## config.mk

```make
export PLATFORM = sky130hd
export DESIGN_NAME = addr_req_demux
export DESIGN_NICKNAME = d
export VERILOG_FILES = /design/src/rtl/addr_req_demux_pkg.sv /design/src/rtl/addr_decode.sv /design/src/rtl/addr_req_demux.sv
export SDC_FILE = /design/constraint.sdc
export NUM_CORES = 1
export LEC_CHECK = 0
export CORE_AREA = 5 5 128 130
export CTS_BUF_LIST = sky130_fd_sc_hd__clkbuf_2
export DETAILED_ROUTE_END_ITERATION = 8
export DIE_AREA = 0 0 133 135
export HOLD_SLACK_MARGIN = 0.08
export MAX_ROUTING_LAYER = met4
export SLEW_MARGIN = 0
export SYNTH_ARGS = -nofsm -noshare
export SYNTH_HDL_FRONTEND = slang
export SYNTH_SLANG_ARGS = --single-unit
```

## constraint.sdc

```tcl
create_clock -name clk_i -period 6.9 [get_ports clk_i]
set_clock_uncertainty 0.1 [all_clocks]
set_input_delay 0.69 -clock clk_i [delete_from_list [all_inputs] [get_ports clk_i]]
set_output_delay 0.69 -clock clk_i [all_outputs]
set_load 0.01 [all_outputs]
```

## src/rtl/addr_req_demux_pkg.sv

```systemverilog
// Shared types for addr_req_demux: default rule layout, tracker state and error port placement.
package addr_req_demux_pkg;

  typedef struct packed {
    logic [31:0] idx;
    logic [31:0] start_addr;
    logic [31:0] end_addr;
  } rule_t;

  typedef enum logic [1:0] {IDLE, ACTIVE, FULL} state_e;

  // Error responder sits at pseudo-port NoPorts + ERR_PORT_OFFSET.
  localparam int unsigned ERR_PORT_OFFSET = 0;

  function automatic int unsigned idx_w(input int unsigned n);
    return (n > 1) ? $clog2(n) : 1;
  endfunction

endpackage

```

## src/rtl/addr_decode.sv

```systemverilog
// Address-map decoder: start inclusive, end exclusive (end 0 = top of space); the highest-numbered hit wins.
module addr_decode #(
  parameter int unsigned NoIndices = 2,
  parameter int unsigned NoRules   = 1,
  parameter int unsigned AddrWidth = 32,
  parameter type         rule_t    = addr_req_demux_pkg::rule_t,
  parameter bit          Napot     = 1'b0,
  parameter int unsigned IdxWidth  = addr_req_demux_pkg::idx_w(NoIndices)
) (
  input  logic [AddrWidth-1:0] addr_i,
  input  rule_t [NoRules-1:0]  addr_map_i,
  output logic [IdxWidth-1:0]  idx_o,
  output logic                 dec_valid_o,
  output logic                 dec_error_o,
  input  logic                 en_default_idx_i,
  input  logic [IdxWidth-1:0]  default_idx_i
);

  logic [NoRules-1:0] w_hit;
  logic               w_unused_map;

  for (genvar i = 0; i < NoRules; i++) begin : g_rule
    logic [AddrWidth-1:0] w_start, w_end;
    assign w_start  = AddrWidth'(addr_map_i[i].start_addr);
    assign w_end    = AddrWidth'(addr_map_i[i].end_addr);
    // In NAPOT mode end_addr carries the mask instead of a bound.
    assign w_hit[i] = Napot ? (((addr_i ^ w_start) & w_end) == '0)
                            : ((addr_i >= w_start) && ((addr_i < w_end) || (w_end == '0)));
  end

  always_comb begin
    idx_o       = en_default_idx_i ? default_idx_i : '0;
    dec_valid_o = 1'b0;
    for (int unsigned i = 0; i < NoRules; i++) begin
      if (w_hit[i]) begin
        dec_valid_o = 1'b1;
        idx_o       = IdxWidth'(addr_map_i[i].idx);
      end
    end
    dec_error_o = !(dec_valid_o || en_default_idx_i);
  end

  assign w_unused_map = ^addr_map_i;

endmodule

```

## src/rtl/addr_req_demux.sv

```systemverilog
// One-to-NoPorts request demux with in-order response return via a single-target outstanding tracker.
// Define ADDR_REQ_DEMUX_ERR_RESP_EN to route unmatched addresses to an internal error responder.
module addr_req_demux
  import addr_req_demux_pkg::*;
#(
  parameter int unsigned NoPorts   = 2,
  parameter int unsigned NoRules   = 1,
  parameter int unsigned MaxTrans  = 4,
  parameter int unsigned AddrWidth = 32,
  parameter int unsigned DataWidth = 32,
  parameter type         rule_t    = addr_req_demux_pkg::rule_t,
  localparam int unsigned IdxW     = idx_w(NoPorts),
  localparam int unsigned CntW     = $clog2(MaxTrans + 1)
) (
  input  logic                              clk_i,
  input  logic                              rst_ni,
  input  logic                              req_valid_i,
  output logic                              req_ready_o,
  input  logic [AddrWidth-1:0]              req_addr_i,
  input  logic                              req_we_i,
  input  logic [DataWidth-1:0]              req_wdata_i,
  input  rule_t [NoRules-1:0]               addr_map_i,
  input  logic [IdxW-1:0]                   default_idx_i,
  output logic [NoPorts-1:0]                mst_req_valid_o,
  input  logic [NoPorts-1:0]                mst_req_ready_i,
  output logic [AddrWidth-1:0]              mst_req_addr_o,
  output logic                              mst_req_we_o,
  output logic [DataWidth-1:0]              mst_req_wdata_o,
  input  logic [NoPorts-1:0]                mst_rsp_valid_i,
  output logic [NoPorts-1:0]                mst_rsp_ready_o,
  input  logic [NoPorts-1:0][DataWidth-1:0] mst_rsp_rdata_i,
  input  logic [NoPorts-1:0]                mst_rsp_err_i,
  output logic                              rsp_valid_o,
  input  logic                              rsp_ready_i,
  output logic [DataWidth-1:0]              rsp_rdata_o,
  output logic                              rsp_err_o,
  output logic                              busy_o
);

`ifdef ADDR_REQ_DEMUX_ERR_RESP_EN
  localparam int unsigned SelW = $clog2(NoPorts + ERR_PORT_OFFSET + 1);
  localparam logic [SelW-1:0] ErrPort = SelW'(NoPorts + ERR_PORT_OFFSET);
`else
  localparam int unsigned SelW = IdxW;
`endif

  logic [IdxW-1:0] w_dec_idx, w_def_idx;
  logic            w_dec_valid, w_dec_error, w_en_def, w_unused;
  logic [SelW-1:0] w_tgt;
  logic            w_allow, w_rsp_act, w_req_hs, w_rsp_hs;
  logic [CntW-1:0] w_cnt_nxt;

  logic [SelW-1:0] r_sel;
  logic [CntW-1:0] r_cnt;
  state_e          r_state;

  addr_decode #(
    .NoIndices (NoPorts),
    .NoRules   (NoRules),
    .AddrWidth (AddrWidth),
    .rule_t    (rule_t),
    .Napot     (1'b0),
    .IdxWidth  (IdxW)
  ) i_dec (
    .addr_i           (req_addr_i),
    .addr_map_i       (addr_map_i),
    .idx_o            (w_dec_idx),
    .dec_valid_o      (w_dec_valid),
    .dec_error_o      (w_dec_error),
    .en_default_idx_i (w_en_def),
    .default_idx_i    (w_def_idx)
  );

`ifdef ADDR_REQ_DEMUX_ERR_RESP_EN
  assign w_en_def  = 1'b0;
  assign w_def_idx = '0;
  assign w_tgt     = w_dec_error ? ErrPort : SelW'(w_dec_idx);
  assign w_unused  = w_dec_valid ^ (^default_idx_i);
`else
  assign w_en_def  = 1'b1;
  assign w_def_idx = default_idx_i;
  assign w_tgt     = w_dec_idx;
  assign w_unused  = w_dec_valid ^ w_dec_error;
`endif

  assign mst_req_addr_o  = req_addr_i;
  assign mst_req_we_o    = req_we_i;
  assign mst_req_wdata_o = req_wdata_i;

  // New requests may only join in-flight ones headed to the same port, which keeps responses ordered.
  assign w_allow = rst_ni && ((r_state == IDLE) || ((r_state == ACTIVE) && (w_tgt == r_sel)));

  always_comb begin
    mst_req_valid_o = '0;
    req_ready_o     = 1'b0;
    for (int unsigned p = 0; p < NoPorts; p++) begin
      if (w_tgt == SelW'(p)) begin
        mst_req_valid_o[p] = w_allow && req_valid_i;
        req_ready_o        = w_allow && mst_req_ready_i[p];
      end
    end
`ifdef ADDR_REQ_DEMUX_ERR_RESP_EN
    if (w_tgt == ErrPort) req_ready_o = w_allow;
`endif
  end

  assign w_rsp_act = rst_ni && (r_cnt != '0);

  always_comb begin
    rsp_valid_o     = 1'b0;
    rsp_rdata_o     = '0;
    rsp_err_o       = 1'b0;
    mst_rsp_ready_o = '0;
    for (int unsigned p = 0; p < NoPorts; p++) begin
      if (w_rsp_act && (r_sel == SelW'(p))) begin
        rsp_valid_o        = mst_rsp_valid_i[p];
        rsp_rdata_o        = mst_rsp_rdata_i[p];
        rsp_err_o          = mst_rsp_err_i[p];
        mst_rsp_ready_o[p] = rsp_ready_i;
      end
    end
`ifdef ADDR_REQ_DEMUX_ERR_RESP_EN
    if (w_rsp_act && (r_sel == ErrPort)) begin
      rsp_valid_o = 1'b1;
      rsp_err_o   = 1'b1;
    end
`endif
  end

  assign w_req_hs = req_valid_i && req_ready_o;
  assign w_rsp_hs = rsp_valid_o && rsp_ready_i;
  assign busy_o   = rst_ni && (r_cnt != '0);

  always_comb begin
    w_cnt_nxt = r_cnt;
    if (w_req_hs && !w_rsp_hs)      w_cnt_nxt = r_cnt + 1'b1;
    else if (!w_req_hs && w_rsp_hs) w_cnt_nxt = r_cnt - 1'b1;
  end

  always_ff @(posedge clk_i) begin
    if (!rst_ni) begin
      r_cnt   <= '0;
      r_sel   <= '0;
      r_state <= IDLE;
    end else begin
      if (w_req_hs) r_sel <= w_tgt;
      r_cnt <= w_cnt_nxt;
      if (w_cnt_nxt == '0)                  r_state <= IDLE;
      else if (w_cnt_nxt == CntW'(MaxTrans)) r_state <= FULL;
      else                                  r_state <= ACTIVE;
    end
  end

endmodule

```

==> parameters.txt, run 1 <==
Parameter                              Value

Yosys
  Post-synthesis instance area    between 0.003 and 0.004 mm^2
  Sequential fraction of the synthesis area    3.83%
  Number of flops mapped to enable cells by yosys    0
  Top_reg_cell synth    sky130_fd_sc_hd__dfxtp_1
  Library cell occupying the most area in the post-synthesis netlist    sky130_fd_sc_hd__ha_1
  Dominant cells by area after synthesis    sky130_fd_sc_hd__ha_1 26%, sky130_fd_sc_hd__buf_4 16%, sky130_fd_sc_hd__mux2i_1 11%
  Flop and latch count out of synthesis    6
  Yosys warning count    0
  Share of flip-flops with an asynchronous set or reset    0%
  Net count of the mapped netlist    between 700 and 800
  Unique cell type count in the Yosys netlist    54
  Fraction of post-synthesis cell area in the top cell type by area    between 20% and 30%
  Gate Count Post-Synth    430
  Mean instance size in the synthesized netlist    around 7.3 um^2

Worst setup path
  Buffering stage count on the worst path with inverters included    3
  Critical path class    input port to primary output
  Worst-path maximum fanout    8
  Arrival time of the worst setup path    roughly 4300 ps
  Crit path top cell by count    sky130_fd_sc_hd__clkdlybuf4s50_1
  Kind of cell adding the most delay to the critical path    buffers and inverters
  Crit path required time    ~6100 ps
  Ordered cell list for the critical path    clkdlybuf4s50_1, inv_1, ha_1, nand4_1, nor4_4, nand3_2, a311o_1, a211oi_2, mux2i_1, mux2_4, nor3b_1, clkdlybuf4s50_1
  Worst path slowest cell    sky130_fd_sc_hd__clkdlybuf4s50_1
  Nature of the critical path startpoint    input port
  Type of destination of the critical path    primary output
  Critical path depth in cells    12
  Largest incremental delay on the critical path    between 500 and 600 ps
  Cell count of the worst reg-to-reg path    8

Clocking
  Buffer cell driving the clock tree root    sky130_fd_sc_hd__clkbuf_2
  Clk sinks    6
  Clock buffer count from CTS    3
  Number of resized instances in the post-cts repair step    0
  H-tree levels    1
  Clk_lat worst skew    220 ps
  Number of buffers inserted by post-CTS setup repair    0
  Clock tree from TritonCTS    done
  Clock-pin slew on the worst setup and hold paths    ~60 ps
  Bufs on Longest Clock Path    2
  Quantity of hold-fixing buffers added after cts    0

Power
  Net Sw Power    0.148 mW
  Seq pwr share    between 10% and 20%
  Pwr per Cell Area    roughly 74 mW/mm^2
  Static leakage power    between 2 and 2.5 nW
  Power share of the combinational group    81.9%
  Clock share of power    under 10%
  Fraction of power spent switching nets    37.8%
  Worst IR drop on VDD    0.0562 mV
  Internal power consumption    between 0.2 and 0.25 mW

Floorplan
  I/O pin count    between 300 and 400
  Core Area    ~0.015 mm^2
  Y dimension of the die    ~140 um
  Die Outline Area    ~0.018 mm^2
  Cell row count    45
  Starting Density    between 20% and 30%
  Die Width    between 100 and 150 um

Cells and area
  N_diodes    0
  Final non-filler cell total    between 700 and 800
  Final net count    908
  Synth-to-Final Area Change    69.4%
  Fraction of final layout cells with drive strength greater than 1    under 10%
  Utilization of the core after routing    35.4%
  Filler cell count    1,578

Routing
  Vias post-DR    around 3,500
  Number of routed nets with antenna violations    0
  Total iterations of the first detailed-routing run    4
  Initial DRC count    96
  WL/cell    15.1 um
  DRT Wirelength    roughly 12,000 um
  Vias per inst    4.39
  Number of remaining DRC errors    0

Timing
  Transition time at the pin with the least slew margin    between 1000 and 1500 ps
  Setup repair after global routing missed its margin    no
  Worst slew slack as a fraction of its limit    between 20% and 30%
  Final TNS setup    0 ps
  Post-route clock period utilization    ~74%
  Maximum clock frequency    roughly 200 MHz
  Final hold violation count    0
  Final hold slack    roughly 490 ps
  Final WS setup    1800 ps
  Shortest clock period the worst path allows after layout    5100 ps
  Final number of max-transition violations    0
  Number of failing setup endpoints in the final timing report    0

Placed design
  Half-perimeter wire length after placement    10,900 um
  Placer Congestion    0.853
  Setup Slack @ Placement    approximately 1700 ps
  Number of input and output port buffers inserted    ~240
  Number of placed cells counting well taps    789

Status
  Status    complete, no violations

Hold path
  Kind of path behind the tightest hold check    flip-flop to flip-flop
  Worst Hold Depth    2

GRT
  Met2 Use GR    approximately a quarter
  First-pass GRT wire length    approximately 18,000 um
  GRT Max-Usage Layer    met2
  Initial antenna violation count    0
  Tot GR Track Use    between 10% and 20%
  Total overflow reported by the global router    0
  Met1 Track Usage GR    14.0%
  Number of global-route vias before repair    3,791
  Met3 routing resource usage after global routing    between 2 and 2.5%
  Pin count of the biggest net entering global routing    41

Flow run
  Maxcap violations    0
==> path summary, 6_finish.rpt <==
path / slack (ps) / to / startpoint
max: 1800 / req_ready_o / addr_map_i[62]
min: 490 / r_cnt[2] / r_cnt[2]
max reg2reg: 4230 / r_state[1] / r_sel
min reg2reg: 490 / r_cnt[2] / r_cnt[2]
==> registers in the layout, indices dropped and copies added, names as in the netlist <==
signal / flops
r_sel: 1
r_cnt: 3
r_state: 2
==> per-layer routing <==
metal | wire length (um) | part of all wire (%)
met1 | 4970 | 41
met2 | 6150 | 51
met3 | 745 | 6.2
met4 | 127 | 1.1
met5 | 0 | 0
==> cell families (layout without fill, tap and decap cells) <==
group,Yosys count,in the layout,share of synthesized area [%]
adders and majority gates,66,66,26.3
DFF,6,6,3.83
and+or+nand+nor,115,115,18.9
AOI/OAI and AO/OA,60,60,12.8
buffers and inverters,143,317,24.9
xor gates and xnor gates,3,3,1.28
muxes,37,37,12.0
==> layout by cell type, fill, tap and decap left out, types with 3 or more instances in the layout <==
cell and n:
sky130_fd_sc_hd__a21o_1 4, sky130_fd_sc_hd__nand2_1 25, sky130_fd_sc_hd__clkdlybuf4s50_1 243, sky130_fd_sc_hd__a21oi_1 24, sky130_fd_sc_hd__clkbuf_2 3, sky130_fd_sc_hd__nor4_1 9, sky130_fd_sc_hd__nand3_1 4, sky130_fd_sc_hd__a211oi_1 5
sky130_fd_sc_hd__o21ai_0 6, sky130_fd_sc_hd__dfxtp_1 5, sky130_fd_sc_hd__nor2_1 42, sky130_fd_sc_hd__ha_1 66, sky130_fd_sc_hd__or3_1 3, sky130_fd_sc_hd__inv_1 69, sky130_fd_sc_hd__mux2i_1 36, sky130_fd_sc_hd__nand4_1 10
sky130_fd_sc_hd__a221oi_1 3
==> worst min-delay path: stages (launching register included) <==
cell and delay (ps):
sky130_fd_sc_hd__dfxtp_1 330, sky130_fd_sc_hd__o21bai_1 170, sky130_fd_sc_hd__nand2_1 60
==> cell usage after synthesis, types with 4 or more instances <==
| library cell | count |
|---|---|
| sky130_fd_sc_hd__nand2_1 | 25 |
| sky130_fd_sc_hd__mux2i_1 | 36 |
| sky130_fd_sc_hd__nor4_1 | 9 |
| sky130_fd_sc_hd__ha_1 | 66 |
| sky130_fd_sc_hd__nand4_1 | 10 |
| sky130_fd_sc_hd__buf_4 | 65 |
| sky130_fd_sc_hd__a211oi_1 | 5 |
| sky130_fd_sc_hd__nand3_1 | 4 |
| sky130_fd_sc_hd__nor2_1 | 42 |
| sky130_fd_sc_hd__dfxtp_1 | 6 |
| sky130_fd_sc_hd__inv_1 | 69 |
| sky130_fd_sc_hd__clkbuf_1 | 5 |
| sky130_fd_sc_hd__a21oi_1 | 24 |
| sky130_fd_sc_hd__a21o_1 | 4 |
| sky130_fd_sc_hd__o21ai_0 | 6 |
==> cell type report <==
type                       instances  area, um^2  share of cell area, %
sequential                         6         121                   2.28
timing repair buffer             245        2450                   46.0
multi-input combinational        281        2240                   42.1
clock buffer                       3        15.0                  0.282
tap                              188         235                   4.42
inverter                          69         259                   4.87
==> power groups by stage <==
stage	Sequential, mW	Clock, mW	Combinational, mW
floorplan	0.0400	0	0.171
global placement	0.0481	0	0.318
detailed placement	0.0486	0	0.324
CTS	0.0478	0.0245	0.326
global route	0.0485	0.0271	0.352
finish	0.0476	0.0234	0.321
==> through the flow <==
stage	cell area, um^2	power, mW
after global routing	5320	0.428
final	5320	0.392
after CTS	5320	0.399
after global placement	5300	0.366
after detailed placement	5300	0.372
after floorplan	3140	0.211
(Power assumes the default switching activity.)
==> run 2, diff against run 1 <==
- CORE_AREA: 5 5 128 130 -> 5 5 131 133
- DIE_AREA: 0 0 133 135 -> 0 0 136 138
- clock period: 6.9 -> 5 ns (I/O delays scaled with it)
==> run 2 against run 1 <==
Power grew 39%. Combinational power up 41%. Utilization fell by 1.0 points. First-iteration DRC count rose by 22%. Via count fell by 0.20%. Count of clock-buffer cells in the layout did not move. Setup slack worse by 1500 ps. Non-clock buffer count up 5. Clock power grew 49%. Critical path depth up 1. Routed wire length shrank 1.3%. Sequential power increased by 16%. Critical path type unchanged. Critical endpoint unchanged.
==> parameters.txt, run 2 (synthesized netlist as in run 1, its figures left out) <==
Parameter                              Value

Clocking
  H-tree levels    1 (unchanged)
  Clk_lat worst skew    220 ps (about the same)
  Number of buffers inserted by post-CTS setup repair    0 (unchanged)
  Clock tree from TritonCTS    done (unchanged)
  Clock buffer count from CTS    3 (unchanged)
  Clock-pin slew on the worst setup and hold paths    60 ps (about the same)
  Quantity of hold-fixing buffers added after cts    0 (unchanged)
  Buffer cell driving the clock tree root    sky130_fd_sc_hd__clkbuf_2 (unchanged)
  Bufs on Longest Clock Path    2 (unchanged)
  Clk sinks    6 (unchanged)

Power
  Clock share of power    6.4% (was 6.0%)
  Seq pwr share    10.1% (was 12.2%)
  Fraction of power spent switching nets    37.8% (about the same)
  Internal power consumption    0.339 mW (was 0.244 mW)
  Static leakage power    2.37 nW (was 2.34 nW)
  Pwr per Cell Area    101 mW/mm^2 (was 73.7 mW/mm^2)
  Worst IR drop on VDD    0.0670 mV (was 0.0562 mV)
  Power share of the combinational group    83.4% (was 81.9%)
  Net Sw Power    0.206 mW (was 0.148 mW)

Floorplan
  Core Area    0.0157 mm^2 (was 0.0150 mm^2)
  Die Width    136 um (was 133 um)
  I/O pin count    341 (unchanged)
  Cell row count    46 (was 45)
  Y dimension of the die    138 um (was 135 um)
  Die Outline Area    0.0188 mm^2 (was 0.0180 mm^2)
  Starting Density    20.0% (was 20.9%)

GRT
  Number of global-route vias before repair    3,540 (was 3,791)
  Tot GR Track Use    12.0% (was 12.8%)
  Initial antenna violation count    0 (unchanged)
  Pin count of the biggest net entering global routing    41 (unchanged)
  Total overflow reported by the global router    0 (unchanged)
  First-pass GRT wire length    17,800 um (was 18,400 um)

Worst setup path
  Worst-path maximum fanout    8 (unchanged)
  Ordered cell list for the critical path    clkdlybuf4s50_1, inv_1, ha_1, nand4_1, nor4_4, nand3_2, a311o_1, a211oi_2, buf_4, mux2i_1, mux2_4, nor3b_1, clkdlybuf4s50_1 (was clkdlybuf4s50_1, inv_1, ha_1, nand4_1, nor4_4, nand3_2, a311o_1, a211oi_2, mux2i_1, mux2_4, nor3b_1, clkdlybuf4s50_1)
  Buffering stage count on the worst path with inverters included    4 (was 3)
  Worst path slowest cell    sky130_fd_sc_hd__clkdlybuf4s50_1 (unchanged)
  Arrival time of the worst setup path    4110 ps (was 4310 ps)
  Kind of cell adding the most delay to the critical path    buffers and inverters (unchanged)
  Type of destination of the critical path    primary output (unchanged)
  Crit path top cell by count    sky130_fd_sc_hd__clkdlybuf4s50_1 (unchanged)
  Largest incremental delay on the critical path    600 ps (was 570 ps)
  Nature of the critical path startpoint    input port (unchanged)
  Critical path depth in cells    13 (was 12)
  Crit path required time    4400 ps (was 6110 ps)
  Critical path class    input port to primary output (unchanged)
  Cell count of the worst reg-to-reg path    9 (was 8)

Placed design
  Placer Congestion    0.804 (was 0.853)
  Half-perimeter wire length after placement    10,700 um (was 10,900 um)
  Number of input and output port buffers inserted    243 (unchanged)
  Number of placed cells counting well taps    822 (was 789)
  Setup Slack @ Placement    233 ps (was 1710 ps)

Timing
  Final number of max-transition violations    0 (unchanged)
  Worst slew slack as a fraction of its limit    58.0% (was 27.2%)
  Transition time at the pin with the least slew margin    630 ps (was 1090 ps)
  Shortest clock period the worst path allows after layout    between 4000 and 5000 ps
  Final hold slack    480 ps (was 486 ps)
  Number of failing setup endpoints in the final timing report    0 (unchanged)
  Setup repair after global routing missed its margin    no (unchanged)
  Final WS setup    286 ps (was 1800 ps)
  Post-route clock period utilization    between 90% and 100%
  Maximum clock frequency    212 MHz
  Final hold violation count    0 (unchanged)
  Final TNS setup    0 ps (unchanged)

Status
  Status    complete, no violations (unchanged)

Cells and area
  Leading cell type in the layout, fill and taps excluded    sky130_fd_sc_hd__clkdlybuf4s50_1 (unchanged)
  Leading cell types in the layout, fill and taps excluded    243 x sky130_fd_sc_hd__clkdlybuf4s50_1, 69 x sky130_fd_sc_hd__inv_1, 66 x sky130_fd_sc_hd__ha_1 (unchanged)
  Final non-filler cell total    825 (was 792)
  Utilization of the core after routing    34.4% (was 35.4%)
  Max FFs per register    3 (unchanged)
  Fraction of final layout cells with drive strength greater than 1    4.11% (was 3.15%)
  N_diodes    0 (unchanged)
  Synth-to-Final Area Change    71.9% (was 69.4%)
  Largest registers    r_cnt: 3 flops, r_state: 2 flops, r_sel: 1 flops (unchanged)
  Filler cell count    1,664 (was 1,578)
  Final net count    913 (was 908)
  Largest reg by FF count    r_cnt (unchanged)

Routing
  Number of routed nets with antenna violations    0 (unchanged)
  Number of remaining DRC errors    0 (unchanged)
  Vias per inst    4.20 (was 4.39)
  DRT Wirelength    11,800 um (was 12,000 um)
  Total iterations of the first detailed-routing run    4 (unchanged)
  Vias post-DR    3,469 (was 3,476)
  WL/cell    14.4 um (was 15.1 um)
  Initial DRC count    117 (was 96)

Flow run
  Maxcap violations    0 (unchanged)

Hold path
  Worst Hold Depth    2 (unchanged)
  Kind of path behind the tightest hold check    flip-flop to flip-flop (unchanged)
==> run 2: cell types whose count changed in the layout (fill, tap and decap cells not counted), sizes merged <==
cell  previous run  this run
buf              2         7
==> run 2: final timing paths <==
check | start | to | slack [ps]
worst min register to register | r_cnt[2] | r_cnt[2] | 480
worst min-delay path | r_cnt[2] | r_cnt[2] | 480
worst max register to register | r_sel | r_state[0] | 2500
worst max-delay path | addr_map_i[62] | req_ready_o | 290
==> run 2: worst min-delay path: cells and delay by family (launching register included) <==
family	cells	cell delay [ps]
DFF	1	330
AOI/OAI and AO/OA	1	170
and+or+nand+nor	1	60
==> run 2: timing repair <==
action | CTS | global route
endpoints found under the hold margin | 0 | 0
resized for setup | 0 | 1
setup endpoints to repair | 0 | 1
==> run 2: stage by stage <==
stage / total power, mW / cell area [um^2]
6_report: 0.544 / 5400
4_1_cts: 0.552 / 5390
5_1_grt: 0.598 / 5400
2_1_floorplan: 0.292 / 3140
3_3_place_gp: 0.513 / 5380
3_5_place_dp: 0.513 / 5380
==> run 2: area by class of cell <==
class | instances | area, um^2 | share of cell area, %
clock buffers | 3 | 15.0 | 0.278
well taps | 216 | 270 | 5.01
repair buffers | 250 | 2480 | 46.0
multi-input cells | 281 | 2250 | 41.6
flip-flops and latches | 6 | 121 | 2.25
inverters | 69 | 259 | 4.80
==> run 2: power groups by stage <==
stage	clock network [mW]	logic, mW	registers, mW
final	0.0349	0.454	0.0552
after global routing	0.0387	0.504	0.0558
after CTS	0.0365	0.461	0.0551
after detailed placement	0	0.457	0.0560
after global placement	0	0.457	0.0562
after floorplan	0	0.237	0.0552
==> run 2: routing by layer <==
metal / up-vias / track usage [%] / part of all wire, %
li1: 1780 / - / -
met1: 1508 / 14.1 / 42
met2: 173 / 21.5 / 49
met3: 8 / 2.32 / 8.2
met4: 0 / 1.70 / 0.89
met5: - / - / 0
